===== config.mk =====
export PLATFORM = sky130hd
export DESIGN_NAME = vga_sync_decoder_flat
export DESIGN_NICKNAME = d
export VERILOG_FILES = /design/src/rtl/vga_sync_decoder_if.sv /design/src/rtl/vga_sync_decoder.sv /design/src/flat_wrapper.sv
export SDC_FILE = /design/constraint.sdc
export NUM_CORES = 1
export LEC_CHECK = 0
export ABC_AREA = 0
export BUFFER_PORTS_ARGS = -buffer_cell sky130_fd_sc_hd__buf_2
export CAP_MARGIN = 20
export CORE_ASPECT_RATIO = 0.9
export CORE_UTILIZATION = 58
export DETAILED_ROUTE_END_ITERATION = 10
export GPL_ROUTABILITY_DRIVEN = 0
export PLACE_DENSITY = 0.85
export SYNTH_ARGS = -nofsm -noshare
export SYNTH_HDL_FRONTEND = slang
export SYNTH_SLANG_ARGS = --single-unit

===== constraint.sdc =====
create_clock -name clk -period 4.65 [get_ports clk]
set_input_delay 0.93 -clock clk [delete_from_list [all_inputs] [get_ports clk]]
set_output_delay 0.93 -clock clk [all_outputs]
set_load 0.005 [all_outputs]

===== src/rtl/vga_sync_decoder_if.sv =====
// rtl/vga_sync_decoder_if.sv - sync inputs and recovered timing outputs of vga_sync_decoder
//
// vga_hs, vga_vs   : active-low sync, driven by the video source (master)
// h_count, v_count : recovered pixel / line position
// locked           : timing verified
// active           : visible-region data enable
// frame_start      : one-cycle pulse at locked frame origin
// err_count        : saturating count of lock losses
interface vga_sync_decoder_if;
    logic       vga_hs;
    logic       vga_vs;
    logic [9:0] h_count;
    logic [9:0] v_count;
    logic       locked;
    logic       active;
    logic       frame_start;
    logic [7:0] err_count;

    modport master (
        output vga_hs, vga_vs,
        input  h_count, v_count, locked, active, frame_start, err_count
    );

    modport slave (
        input  vga_hs, vga_vs,
        output h_count, v_count, locked, active, frame_start, err_count
    );
endinterface


===== src/rtl/vga_sync_decoder.sv =====
// rtl/vga_sync_decoder.sv - recovers pixel/line position and lock from VGA hsync/vsync
//
// clk   : pixel clock
// reset : asynchronous, active-high
// bus   : vga_sync_decoder_if.slave (sync inputs, counters, lock, active, frame_start, err_count)
module vga_sync_decoder #(
    parameter int H_TOTAL     = 800,
    parameter int V_TOTAL     = 525,
    parameter int H_ACT_START = 144,
    parameter int H_ACTIVE    = 640,
    parameter int V_ACT_START = 35,
    parameter int V_ACTIVE    = 480
) (
    input  logic                clk,
    input  logic                reset,
    vga_sync_decoder_if.slave   bus
);
    typedef enum logic [1:0] {SEARCH, MEASURE, LOCKED} state_t;

    localparam logic [9:0] H_LAST = 10'(H_TOTAL - 1);
    localparam logic [9:0] V_LAST = 10'(V_TOTAL - 1);
    localparam logic [9:0] H_LO   = 10'(H_ACT_START);
    localparam logic [9:0] H_HI   = 10'(H_ACT_START + H_ACTIVE);
    localparam logic [9:0] V_LO   = 10'(V_ACT_START);
    localparam logic [9:0] V_HI   = 10'(V_ACT_START + V_ACTIVE);
    localparam logic [9:0] CNT_MAX = 10'h3ff;

    state_t     state, state_nxt;
    logic       hs_d, vs_d;
    logic [9:0] h_cnt, v_cnt;
    logic       pending;
    logic       line_bad;     // a line error since the last V-reload
    logic [7:0] err_cnt;
    logic       frame_start_r;

    logic hs_ev, vs_ev, v_reload, line_err, frame_good, err_inc;

    assign hs_ev    = !bus.vga_hs && hs_d;
    assign vs_ev    = !bus.vga_vs && vs_d;
    // A VS on the same edge as the HS counts, hence the direct vs_ev term.
    assign v_reload = hs_ev && (pending || vs_ev);
    // Timeout fires on the edge where h_count would step past the last pixel;
    // saturation keeps h_count from passing H_LAST again, so it fires once per line.
    assign line_err = hs_ev ? (h_cnt != H_LAST) : (h_cnt == H_LAST);
    // The line closed by the reload edge belongs to the frame being judged.
    assign frame_good = (v_cnt == V_LAST) && !line_bad && !line_err;

    always_comb begin
        state_nxt = state;
        case (state)
            SEARCH:  if (v_reload) state_nxt = MEASURE;
            MEASURE: if (v_reload && frame_good) state_nxt = LOCKED;
            LOCKED: begin
                // Line error takes priority over a simultaneous bad-frame reload.
                if (line_err)                     state_nxt = SEARCH;
                else if (v_reload && !frame_good) state_nxt = MEASURE;
            end
            default: state_nxt = SEARCH;
        endcase
    end

    assign err_inc = (state == LOCKED) && (state_nxt != LOCKED);

    always_ff @(posedge clk or posedge reset) begin
        if (reset) begin
            state         <= SEARCH;
            hs_d          <= 1'b1;
            vs_d          <= 1'b1;
            h_cnt         <= '0;
            v_cnt         <= '0;
            pending       <= 1'b0;
            line_bad      <= 1'b0;
            err_cnt       <= '0;
            frame_start_r <= 1'b0;
        end else begin
            state <= state_nxt;
            hs_d  <= bus.vga_hs;
            vs_d  <= bus.vga_vs;

            if (hs_ev)                h_cnt <= '0;
            else if (h_cnt != CNT_MAX) h_cnt <= h_cnt + 10'd1;

            if (v_reload)                       v_cnt <= '0;
            else if (hs_ev && v_cnt != CNT_MAX) v_cnt <= v_cnt + 10'd1;

            if (v_reload)   pending <= 1'b0;
            else if (vs_ev) pending <= 1'b1;

            if (v_reload)      line_bad <= 1'b0;
            else if (line_err) line_bad <= 1'b1;

            if (err_inc && err_cnt != 8'hff) err_cnt <= err_cnt + 8'd1;

            frame_start_r <= v_reload && (state_nxt == LOCKED);
        end
    end

    assign bus.h_count     = h_cnt;
    assign bus.v_count     = v_cnt;
    assign bus.locked      = (state == LOCKED);
    assign bus.err_count   = err_cnt;
    assign bus.frame_start = frame_start_r;
    assign bus.active      = (state == LOCKED) &&
                             (h_cnt >= H_LO) && (h_cnt < H_HI) &&
                             (v_cnt >= V_LO) && (v_cnt < V_HI);
endmodule


===== src/flat_wrapper.sv =====
// flat-port wrapper written by rule: the top's interface ports become plain ports
module vga_sync_decoder_flat 
#(
    parameter int H_TOTAL     = 800,
    parameter int V_TOTAL     = 525,
    parameter int H_ACT_START = 144,
    parameter int H_ACTIVE    = 640,
    parameter int V_ACT_START = 35,
    parameter int V_ACTIVE    = 480
)
  (clk, reset, bus_vga_hs, bus_vga_vs, bus_h_count, bus_v_count, bus_locked, bus_active, bus_frame_start, bus_err_count);
  vga_sync_decoder_if bus_i ();
  input  logic clk;
  input  logic reset;
  input wire logic [$bits(bus_i.vga_hs)-1:0] bus_vga_hs;
  input wire logic [$bits(bus_i.vga_vs)-1:0] bus_vga_vs;
  output wire logic [$bits(bus_i.h_count)-1:0] bus_h_count;
  output wire logic [$bits(bus_i.v_count)-1:0] bus_v_count;
  output wire logic [$bits(bus_i.locked)-1:0] bus_locked;
  output wire logic [$bits(bus_i.active)-1:0] bus_active;
  output wire logic [$bits(bus_i.frame_start)-1:0] bus_frame_start;
  output wire logic [$bits(bus_i.err_count)-1:0] bus_err_count;
  assign bus_i.vga_hs = bus_vga_hs;
  assign bus_i.vga_vs = bus_vga_vs;
  assign bus_h_count = bus_i.h_count;
  assign bus_v_count = bus_i.v_count;
  assign bus_locked = bus_i.locked;
  assign bus_active = bus_i.active;
  assign bus_frame_start = bus_i.frame_start;
  assign bus_err_count = bus_i.err_count;
  vga_sync_decoder #(.H_TOTAL(H_TOTAL), .V_TOTAL(V_TOTAL), .H_ACT_START(H_ACT_START), .H_ACTIVE(H_ACTIVE), .V_ACT_START(V_ACT_START), .V_ACTIVE(V_ACTIVE)) u_core (.clk(clk), .reset(reset), .bus(bus_i));
endmodule

# After elaboration in Yosys (flattened, before gate mapping)
# Index checks and enable logic that the tools add are counted.
dict set report word_totals {
  inputBits 4
  regBits 35
  output_inout_bits 31
}
dict set report classes {
  reduce_logical 26
  n_mux 14
  magnitude_cmp 4
  addsub 3
  eq_ne 10
}
# operator count
set op_table {}
lappend op_table {{$mux 10} 4}
lappend op_table {{$ne 10x10->1 const B} 3}
lappend op_table {{$add 10x1->10 const B} 2}
lappend op_table {{$eq 10x10->1 const B} 2}
lappend op_table {{$lt 10x10->1 const B} 2}
lappend op_table {{$logic_and 1x1->1} 15}
lappend op_table {{$ge 10x6->1 const B} 1}
lappend op_table {{$ge 10x8->1 const B} 1}
lappend op_table {{$add 8x1->8 const B} 1}
lappend op_table {{$mux 2} 4}
lappend op_table {{$ne 8x8->1 const B} 1}
lappend op_table {{$reduce_bool 2->1} 4}
lappend op_table {{$pmux 2 s3} 1}
lappend op_table {{$logic_not 1->1} 5}
lappend op_table {{$mux 1} 5}
lappend op_table {{$eq 2x2->1 const B} 2}
lappend op_table {{$eq 2x1->1 const B} 1}
lappend op_table {{$logic_not 2->1} 1}
lappend op_table {{$ne 2x2->1 const B} 1}
lappend op_table {{$logic_or 1x1->1} 1}

# Depth between registers and ports, before layout
# Gate-level depths: netlist of run 1.
dict set report depth {
  ltp_word 13
  depth_mapped 7
  depth_no_buf 6
}

# Worst setup path before layout of run 1
# Ideal clock, no wire load.
dict set report synth_path {
  path_type {register to output}
  from {register u_core.v_cnt[0], in the netlist u_core.bus.v_count[0]}
  to {output port bus_active}
  arrival_time_ns 1.287
  stages_incl_launch_ff 7
  required_time_ns 3.720
  path_slack_ns 2.433
  path_cell_list {dfrtp_1 -> ha_1 -> nor4_1 -> nand2b_1 -> a21oi_1 -> a31oi_1 -> nor2_1}
}
dict set report synth_via {
  elab_chain_len 3
  elab_cells_between_ends 4
  cone_classes {order compare (2); reduce/logical (2)}
}
# element line
set synth_lines {}
lappend synth_lines {{start: declaration} vga_sync_decoder.sv:30} ;# logic [9:0] h_cnt, v_cnt;
lappend synth_lines {{start signal: assignment} vga_sync_decoder.sv:84} ;# else if (hs_ev && v_cnt != CNT_MAX) v_cnt <= v_cnt + 10'd1;
lappend synth_lines {{$ge 10x6->1} vga_sync_decoder.sv:105} ;# (v_cnt >= V_LO) && (v_cnt < V_HI);
lappend synth_lines {{$logic_and 1x1->1} vga_sync_decoder.sv:104} ;# (h_cnt >= H_LO) && (h_cnt < H_HI) &&
lappend synth_lines {{$logic_and 1x1->1 (*)} vga_sync_decoder.sv:105}
lappend synth_lines {{end: declaration} flat_wrapper.sv:20} ;# output wire logic [$bits(bus_i.active)-1:0] bus_active;
# Mark *: on every way between the ends. The rest lies on a longest branch, timed or not.

# Final worst setup path of run 1
# Ends and elaborated chain as after synthesis.

==> metrics.md, run 1 <==
| Metric | Value |
|---|---|
| Postcts setup bufs | 0 |
| VDD IR max | around 0.22 mV |
| CP Cell Sequence | ha_1, nor4_1, nand2b_1, a21oi_1, a31oi_1, nor2_1, buf_2 |
| Grt ovf | 0 |
| Cells after synthesis | about 190 |
| Pin count of the biggest net entering global routing | 36 |
| Final instance area | 2130 um2 |
| CP peak stage delay | 0.46 ns |
| Share of the synthesized area in the top cell type | between 40 and 50% |
| Vias in the first global route | 1396 |
| Clk Tree Root Cell | clkbuf_4 |
| Clk pin slew, worst setup/hold paths | 0.10 ns |
| P&R area growth vs syn | 15.7% |
| Avg Cell Area, Syn | between 9 and 10 um2 |
| Number of DRC markers in iteration 0 | 70 |
| Post-DR wirelength/cell | 13.6 um |
| CTS max path bufs | 2 |
| Die H | between 50 and 60 um |
| # rows | 19 |
| Biggest area consumer among synthesized cells | dfrtp_1 |
| Worst-Skew Late Latency | 0.34 ns |
| TritonRoute pass-1 iters | 4 |
| Vias | approximately 1500 |
| Final hold slack | about 0.5 ns |
| Fin crit share | 62.7% |
| Max-Slew Margin vs Limit | a little over three fifths |
| Hold_buf cts | 0 |
| Worst Setup Start Kind | flop |
| Unique masters post-synth | 47 |
| CP Data Required Time | ~3.7 ns |
| First-pass GRT wire length | 6140 um |
| Total GRT Usage | between 20% and 30% |
| RSZ-0062 raised after global routing | no |
| Power density over the cells | 296 nW/um2 |
| Final WS setup | ~1.7 ns |
| Slew @ Worst Pin | ~0.56 ns |
| Ys Warns | 0 |
| Maximum capacitance violations | 0 |
| Slowest-stage cell, CP | dfrtp_1 |
| Sequential fraction of the synthesis area | a little under half |
| Leak | between 0.001 and 0.0015 uW |
| Mapped Nets | 195 |
| CORE AREA | about 3000 um2 |
| Setup-failing EPs final | 0 |
| Post-synthesis cell area | 1840 um2 |
| Die ar. | between 3000 and 4000 um2 |
| Initial core utilization | between 60% and 70% |
| Critical Path AT | a little under 2 ns |
| Worst hold stages | 1 |
| Reg2reg path depth | 6 |
| DR vias/cell | 5.74 |
| DRC | 0 |
| Die X-Extent | between 60 and 70 um |
| CP Class | flop to output port |
| F_max | ~0.34 GHz |
| Post-cts sizing count | 0 |
| CTS tree | done |
| Hold Crit Class | flop to flop |
| Antenna violations before repair | 0 |
| Setup_tns | 0 ns |
| Crit. End Element | output port |
| CTS H-tree depth | 2 |
| Post-place setup slack | about 2.0 ns |
| Synthesized flop and latch total | 35 |
| Hold Violations, Final | 0 |
| IO buf count | 34 |
| Status | completed |
| Final wirelength | between 3000 and 4000 um |
| Clock sink count | 35 |
| Post-route antenna net violation count | 0 |
| Slew Limit Fails | 0 |
| Maximum fanout along the worst path | 7 |
| Share of cells above drive strength 1 | 23.5% |
| Total CTS buffers | 5 |
| Largest cells by area after synthesis | dfrtp_1 45%, xor2_1 7.1%, nor2_1 4.3%, ha_1 3.4%, dfstp_2 2.8% |
| IO Count | 35 |
| # diodes | 0 |
| Placed Area | between 2000 and 2500 um2 |
| Final min period | 2.92 ns |
| Hpwl dp | around 2500 um |
| Worst clock skew | 0.0104 ns |
| Placed insts | 260 |
| Final cell count without fillers | about 270 |
| # nets final | 234 |
## area by class of cell
| class | instances | area (um2) |
|---|---|---|
| Clock buffer | 8 | 68.8 |
| Tap cell | 42 | 52.6 |
| Fill cell | 262 | 908 |
| Sequential cell | 35 | 878 |
| Inverter | 8 | 30.0 |
| Multi-Input combinational cell | 139 | 920 |
| Timing Repair Buffer | 36 | 185 |
## metrics by stage
step	util, %	total power (uW)
2_1_floorplan	-	412
3_3_place_gp	67.9	444
3_5_place_dp	67.9	447
4_1_cts	70.1	636
5_1_grt	70.1	664
6_report	70.1	632
## sequential cells by signal, indices dropped and copies added, names as in the netlist
signal / cells
u_core.bus.h_count: 10
u_core.bus.v_count: 10
u_core.bus.frame_start: 1
u_core.line_bad: 1
u_core.vs_d: 1
u_core.hs_d: 1
u_core.bus.err_count: 8
u_core.pending: 1
u_core.state: 2
## worst max-delay path: cells and delay by family (launching register included)
kind | cells | cell delay [ns]
adder cells (fa/ha/maj) | 1 | 0.30
AO/OA/AOI/OAI | 2 | 0.24
buffers and inverters | 1 | 0.14
AND/OR/NAND/NOR | 3 | 0.50
flip-flops | 1 | 0.46
## synth_stat cells, drive strengths merged
| master | n |
|---|---|
| a41oi | 1 |
| o31ai | 1 |
| dfstp | 2 |
| a31o | 1 |
| a21oi | 5 |
| nand4 | 5 |
| nand2b | 2 |
| o311ai | 2 |
| mux2 | 1 |
| nor4 | 2 |
| ha | 5 |
| nand4b | 1 |
| a311oi | 1 |
| o21a | 2 |
| a31oi | 4 |
| o21ai | 3 |
| a21boi | 1 |
| o211ai | 1 |
| a2111oi | 1 |
| or2 | 2 |
| nand2 | 13 |
| and4bb | 1 |
| o31a | 1 |
| and2 | 2 |
| nor2b | 4 |
| dfrtp | 33 |
| buf | 2 |
| a21o | 1 |
| nor3 | 8 |
| mux2i | 1 |
| inv | 8 |
| clkbuf | 2 |
| nor2 | 22 |
| nand3b | 2 |
| a221oi | 1 |
| xnor2 | 3 |
| nand3 | 9 |
| and4 | 3 |
| a211oi | 2 |
| and3 | 7 |
| nor3b | 3 |
| xor2 | 15 |
## path summary, 6_finish.rpt
kind                       slack [ns]                                  end                                start
min reg2reg                      0.51  u_core.bus.err_count[6]$_DFFE_PP0P_  u_core.bus.err_count[6]$_DFFE_PP0P_
min                              0.51  u_core.bus.err_count[6]$_DFFE_PP0P_  u_core.bus.err_count[6]$_DFFE_PP0P_
max in group asynchronous        3.65                u_core.hs_d$_DFF_PP1_                                reset
min in group asynchronous        0.66    u_core.bus.h_count[2]$_DFFE_PP0P_                                reset
max                              1.73                           bus_active    u_core.bus.v_count[0]$_DFFE_PP0P_
max reg2reg                      2.47  u_core.bus.err_count[1]$_DFFE_PP0P_                u_core.hs_d$_DFF_PP1_
## metal layers
| layer | track usage [%] | share of wire (%) | vias to the layer above | routed length, um |
|---|---|---|---|---|
| met5 | 0 | 0 | - | 0 |
| met3 | 6.32 | 4.5 | 5 | 165 |
| met1 | 33.8 | 47 | 753 | 1710 |
| met2 | 36.8 | 47 | 39 | 1720 |
| li1 | - | - | 740 | - |
| met4 | 8.57 | 1.0 | 0 | 38 |
## report_power, final
group	internal [uW]	switching, uW
registers	325	29.0
clock network	89.0	102
logic	39.8	47.0
total	454	178
## kinds of logic after synthesis
family / share of synthesized area (%)
adders and majority gates: 3.39
AOI/OAI and AO/OA: 11.6
DFF: 47.6
and+or+nand+nor: 25.0
buffers and inverters: 2.51
muxes: 1.36
xor gates and xnor gates: 8.55
## cells in the final DEF, fill, tap and decap left out, drive strengths merged, types with 2 or more instances in the layout
master   n
a211oi   2
a21oi    5
a31oi    4
and2     2
and3     7
and4     3
buf     36
clkbuf   8
dfrtp   33
dfstp    2
ha       5
inv      8
nand2   13
nand2b   2
nand3    9
nand3b   2
nand4    5
nor2    22
nor2b    4
nor3     8
nor3b    3
nor4     2
o21a     2
o21ai    3
o311ai   2
or2      2
xnor2    3
xor2    15
No activity file was read; power rests on OpenSTA's default activity.
==> inputs of run 2 (changes only) <==
--- a/config.mk
+++ b/config.mk
@@ -9,10 +9,10 @@
 export BUFFER_PORTS_ARGS = -buffer_cell sky130_fd_sc_hd__buf_2
 export CAP_MARGIN = 20
 export CORE_ASPECT_RATIO = 0.9
-export CORE_UTILIZATION = 58
+export CORE_UTILIZATION = 49
 export DETAILED_ROUTE_END_ITERATION = 10
 export GPL_ROUTABILITY_DRIVEN = 0
-export PLACE_DENSITY = 0.85
+export PLACE_DENSITY = 0.77
 export SYNTH_ARGS = -nofsm -noshare
 export SYNTH_HDL_FRONTEND = slang
 export SYNTH_SLANG_ARGS = --single-unit
==> constraint.sdc (replaced) <==
create_clock -name clk -period 2.55 [get_ports clk]
set_input_delay 0.51 -clock clk [delete_from_list [all_inputs] [get_ports clk]]
set_output_delay 0.51 -clock clk [all_outputs]
set_load 0.005 [all_outputs]
==> metrics.md, run 2 (synthesis gave the netlist of run 1 again) <==
| Metric | Value |
|---|---|
| Status | completed |
| CP peak stage delay | ~0.44 ns |
| Setup-failing EPs final | 0 |
| IO buf count | 34 |
| Number of DRC markers in iteration 0 | 112 |
| # nets final | about 240 |
| Clk pin slew, worst setup/hold paths | roughly 0.07 ns |
| CORE AREA | roughly 3500 um2 |
| Grt ovf | 0 |
| DR vias/cell | between 5 and 6 |
| Worst clock skew | roughly 0.0032 ns |
| # rows | 20 |
| Crit path max-delay family | simple AND/OR/NAND/NOR gates |
| IO Count | 35 |
| P&R area growth vs syn | 17.4% |
| Vias | 1503 |
| Most frequent cells in the layout | 34 x buf_2, 33 x dfrtp_1, 21 x nor2_1 |
| Initial core utilization | a little over half |
| Hold Crit Class | input pin to async pin |
| CTS tree | done |
| CP Buf/Inv Count | 1 |
| Fin crit share | between 90% and 100% |
| Hpwl dp | about 2500 um |
| Total GRT Usage | a little over a fifth |
| Placed Area | 2080 um2 |
| CTS max path bufs | 2 |
| Logic depth of the worst path, buffers included | 7 |
| Vias in the first global route | 1380 |
| Crit. End Element | output port |
| Setup_tns | 0 ns |
| TritonRoute pass-1 iters | 4 |
| Final instance area | around 2200 um2 |
| Post-DR wirelength/cell | ~13 um |
| Power density over the cells | 547 nW/um2 |
| CP Data Required Time | between 2 and 2.5 ns |
| Final min period | ~2.4 ns |
| Post-route antenna net violation count | 0 |
| Most common cell after layout, fill and taps aside | buf_2 |
| Die X-Extent | 66.7 um |
| CP Cell Sequence | ha_1, nor4_1, nand2b_1, a21oi_1, a31oi_1, nor2_1, buf_2 |
| Sequential cell area | 878 um2 |
| CTS H-tree depth | 2 |
| Die ar. | around 4000 um2 |
| Hold_buf cts | 0 |
| Reg2reg path depth | 6 |
| VDD IR max | approximately 0.38 mV |
| Slew Limit Fails | 0 |
| # fillers | slightly below 300 |
| Critical Path AT | about 1.9 ns |
| Final wirelength | approximately 3600 um |
| Hold Violations, Final | 0 |
| Worst Setup Start Kind | flop |
| CP Class | flop to output port |
| Max-Slew Margin vs Limit | ~65% |
| DRC | 0 |
| First-pass GRT wire length | between 6000 and 7000 um |
| Share of cells above drive strength 1 | approximately a quarter |
| Slew @ Worst Pin | about 0.52 ns |
| # diodes | 0 |
| Leak | 0.00102 uW |
| Antenna violations before repair | 0 |
| Multi-input logic area | between 900 and 1000 um2 |
| Clk Tree Root Cell | clkbuf_8 |
| F_max | between 0.4 and 0.5 GHz |
| Slowest-stage cell, CP | dfrtp_1 |
| RSZ-0062 raised after global routing | no |
| Clock sink count | 35 |
| Pin count of the biggest net entering global routing | 36 |
| Maximum capacitance violations | 0 |
| Die H | roughly 60 um |
| Worst-Skew Late Latency | between 0.2 and 0.3 ns |
| Total CTS buffers | 5 |
| Maximum fanout along the worst path | 7 |
run 2: cell types whose count changed in the layout (fill, tap and decap cells not counted), sizes merged:
| cell | before | now |
|---|---|---|
| buf | 36 | 38 |
| clkinv | 0 | 1 |
| clkbuf | 8 | 7 |
run 2: what timing repair did:
action,4_1_cts,5_1_grt
hold endpoints to repair,0,0
endpoints found under the setup margin,0,1
setup buffers,0,0
resized for setup,0,1
run 2: worst paths after layout:
kind	startpoint	end	slack [ns]
max	u_core.bus.v_count[0]$_DFFE_PP0P_	bus_active	0.17
min	reset	u_core.bus.err_count[5]$_DFFE_PP0P_	0.31
max reg2reg	u_core.bus.h_count[0]$_DFFE_PP0P_	u_core.bus.err_count[1]$_DFFE_PP0P_	0.41
min reg2reg	u_core.bus.err_count[7]$_DFFE_PP0P_	u_core.bus.err_count[7]$_DFFE_PP0P_	0.50
max in group asynchronous	reset	u_core.hs_d$_DFF_PP1_	1.91
min in group clk	bus_vga_vs	u_core.vs_d$_DFF_PP1_	0.33
run 2: metrics by stage:
step	power (uW)	worst slack (ns)	hold WS (ns)	utilization (%)	std cells
CTS	1200	0.137	0.319	62.2	272
global placement	812	0.467	0.465	59.9	264
finish	1180	0.168	0.306	62.2	272
global route	1260	0.0398	0.320	62.2	272
detailed placement	819	0.434	0.485	59.9	264
floorplan	752	0.573	0.477	-	186
run 2: layer usage:
layer,track usage [%],vias up,wire (um)
met1,27.0,715,1780
met4,10.3,0,77
li1,-,740,-
met5,0,-,0
met2,32.8,39,1610
met3,5.15,9,154
run 2: cell type report:
| type | instances | share of cell area [%] |
|---|---|---|
| multi-input combinational | 139 | 42.5 |
| tap | 44 | 2.54 |
| inverter | 8 | 1.39 |
| sequential | 35 | 40.6 |
| clock buffer | 7 | 3.53 |
| timing repair buffer | 38 | 9.25 |
| clock inverter | 1 | 0.231 |
run 2: worst min-delay path, delay by kind of cell:
family                 cells  cell delay, ns
buffers and inverters      3            0.51
run 2: where the power goes:
group | switching, uW | total [uW] | internal [uW]
sequential | 51.8 | 646 | 594
clock | 186 | 378 | 191
combinational | 86.1 | 161 | 75.0
==> inputs of run 3 (changes only) <==
--- a/config.mk
+++ b/config.mk
@@ -13,6 +13,7 @@
 export DETAILED_ROUTE_END_ITERATION = 10
 export GPL_ROUTABILITY_DRIVEN = 0
 export PLACE_DENSITY = 0.77
+export RECOVER_POWER = 100
 export SYNTH_ARGS = -nofsm -noshare
 export SYNTH_HDL_FRONTEND = slang
 export SYNTH_SLANG_ARGS = --single-unit
==> metrics.md, run 3 (synthesis gave the netlist of run 1 again) <==
| Metric | Value |
|---|---|
| Vias in the first global route | 1380 |
| CP Class | flop to output port |
| CP peak stage delay | 0.44 ns |
| Multi-input logic area | 903 um2 |
| Worst hold stages | 1 |
| Setup-failing EPs final | 0 |
| Reg2reg path depth | 6 |
| Slew Limit Fails | 36 |
| VDD IR max | 0.381 mV |
| # rows | 20 |
| Post-route antenna net violation count | 0 |
| Share of cells above drive strength 1 | between 15 and 20% |
| Fin crit share | ~93% |
| Worst-Skew Late Latency | slightly below 0.3 ns |
| Post-cts sizing count | 0 |
| Maximum fanout along the worst path | 7 |
| DR vias/cell | 5.49 |
| Hold_buf cts | 0 |
| Antenna violations before repair | 0 |
| Leak | approximately 0.00096 uW |
| TritonRoute pass-1 iters | 4 |
| Sequential cell area | 878 um2 |
| Vias | between 1000 and 1500 |
| P&R area growth vs syn | 15.3% |
| Final min period | between 2 and 2.5 ns |
| CORE AREA | ~3500 um2 |
| F_max | ~0.42 GHz |
| Clk pin slew, worst setup/hold paths | roughly 0.07 ns |
| Die H | between 60 and 70 um |
| Slew @ Worst Pin | 1.82 ns |
| Max-Slew Margin vs Limit | -21.3% |
| Postcts setup bufs | 0 |
| Failing checks | max-capacitance violations, max-slew violations |
| IO buf count | 34 |
| Hold Violations, Final | 0 |
| Clk Tree Root Cell | clkbuf_8 |
| Total GRT Usage | a little over a fifth |
| Number of DRC markers in iteration 0 | 95 |
| DRC | 0 |
| Hold Crit Class | input pin to flop |
| Total CTS buffers | 5 |
| CP Buf/Inv Count | 1 |
| RSZ-0062 raised after global routing | no |
| Status | complete, but fails checks |
| CTS max path bufs | 2 |
| CTS H-tree depth | 2 |
| Critical Path AT | 1.86 ns |
| CTS tree | done |
| Worst Setup Start Kind | flop |
| Most common cell after layout, fill and taps aside | dfrtp_1 |
| Power density over the cells | around 550 nW/um2 |
| Pin count of the biggest net entering global routing | 36 |
| Initial core utilization | 53.0% |
| # diodes | 0 |
| CP Data Required Time | between 2 and 2.5 ns |
| Clock sink count | 35 |
| Crit path max-delay family | simple AND/OR/NAND/NOR gates |
| CP Cell Sequence | ha_1, nor4_1, nand2b_1, a21oi_1, a31oi_1, nor2_1, clkbuf_1 |
| First-pass GRT wire length | slightly above 6000 um |
| Die ar. | ~4000 um2 |
| Most frequent cells in the layout | 33 x dfrtp_1, 22 x nor2_1, 19 x buf_2 |
| Hpwl dp | 2550 um |
| Final wirelength | about 3600 um |
| Crit. End Element | output port |
| Grt ovf | 0 |
| Worst clock skew | approximately 0.0034 ns |
| Slowest-stage cell, CP | dfrtp_1 |
| IO Count | 35 |
| # nets final | between 200 and 250 |
| Die X-Extent | 66.7 um |
| Post-place setup slack | between 0.4 and 0.5 ns |
| Maximum capacitance violations | 1 |
| Post-DR wirelength/cell | 13.3 um |
| Final WS setup | about 0.18 ns |
| Setup_tns | 0 ns |
| # fillers | between 300 and 400 |
| Logic depth of the worst path, buffers included | 7 |
run 3: cell types whose count changed in the layout (fill, tap and decap cells not counted), sizes merged:
cell	previous run	this run
buf	38	22
clkbuf	7	23
run 3: worst paths after layout:
path	from	to	slack (ns)
setup reg to reg	u_core.bus.h_count[0]$_DFFE_PP0P_	u_core.bus.err_count[1]$_DFFE_PP0P_	0.28
hold / removal	bus_vga_vs	u_core.vs_d$_DFF_PP1_	0.31
setup / recovery	u_core.bus.v_count[0]$_DFFE_PP0P_	bus_active	0.18
hold reg to reg	u_core.bus.err_count[7]$_DFFE_PP0P_	u_core.bus.err_count[7]$_DFFE_PP0P_	0.50
max in group asynchronous	reset	u_core.bus.h_count[6]$_DFFE_PP0P_	0.64
min in group asynchronous	reset	u_core.bus.err_count[5]$_DFFE_PP0P_	0.86
run 3: metal layers:
| layer | vias up | routed length (um) | global-route usage [%] |
|---|---|---|---|
| li1 | 742 | - | - |
| met1 | 694 | 1770 | 27.0 |
| met2 | 49 | 1610 | 32.8 |
| met3 | 8 | 170 | 5.15 |
| met4 | 0 | 59 | 10.3 |
| met5 | - | 0 | 0 |
run 3: worst register-to-register path: cells and delay by family (launching register included):
kind	cells	cell delay [ns]
adder cells (fa/ha/maj)	1	0.23
flip-flops	1	0.43
AO/OA/AOI/OAI	2	0.82
AND/OR/NAND/NOR	2	0.35
multiplexers	1	0.32
run 3: report_power, final:
| group | internal [uW] | leakage, uW | switching, uW |
|---|---|---|---|
| registers | 594 | 0.000444 | 52.7 |
| logic | 66.7 | 0.000476 | 85.0 |
| clock network | 191 | 0.0000422 | 185 |
| total | 852 | 0.000962 | 323 |
run 3: per-stage QoR:
stage               hold slack, ns  utilization [%]  total power (uW)  cell area [um2]  cells
global route                 0.307             61.2              1250             2130    272
global placement             0.465             59.9               812             2080    264
detailed placement           0.485             59.9               819             2080    264
floorplan                    0.477                -               752             1840    186
CTS                          0.319             62.2              1200             2160    272
finish                       0.312             61.2              1170             2130    272
run 3: layout make-up:
class,instances,area share (%)
clock buffer,7,3.59
clock inverter,1,0.235
inverter,8,1.41
multi-input combinational,139,42.5
sequential,35,41.3
tap,44,2.59
timing repair buffer,38,8.41
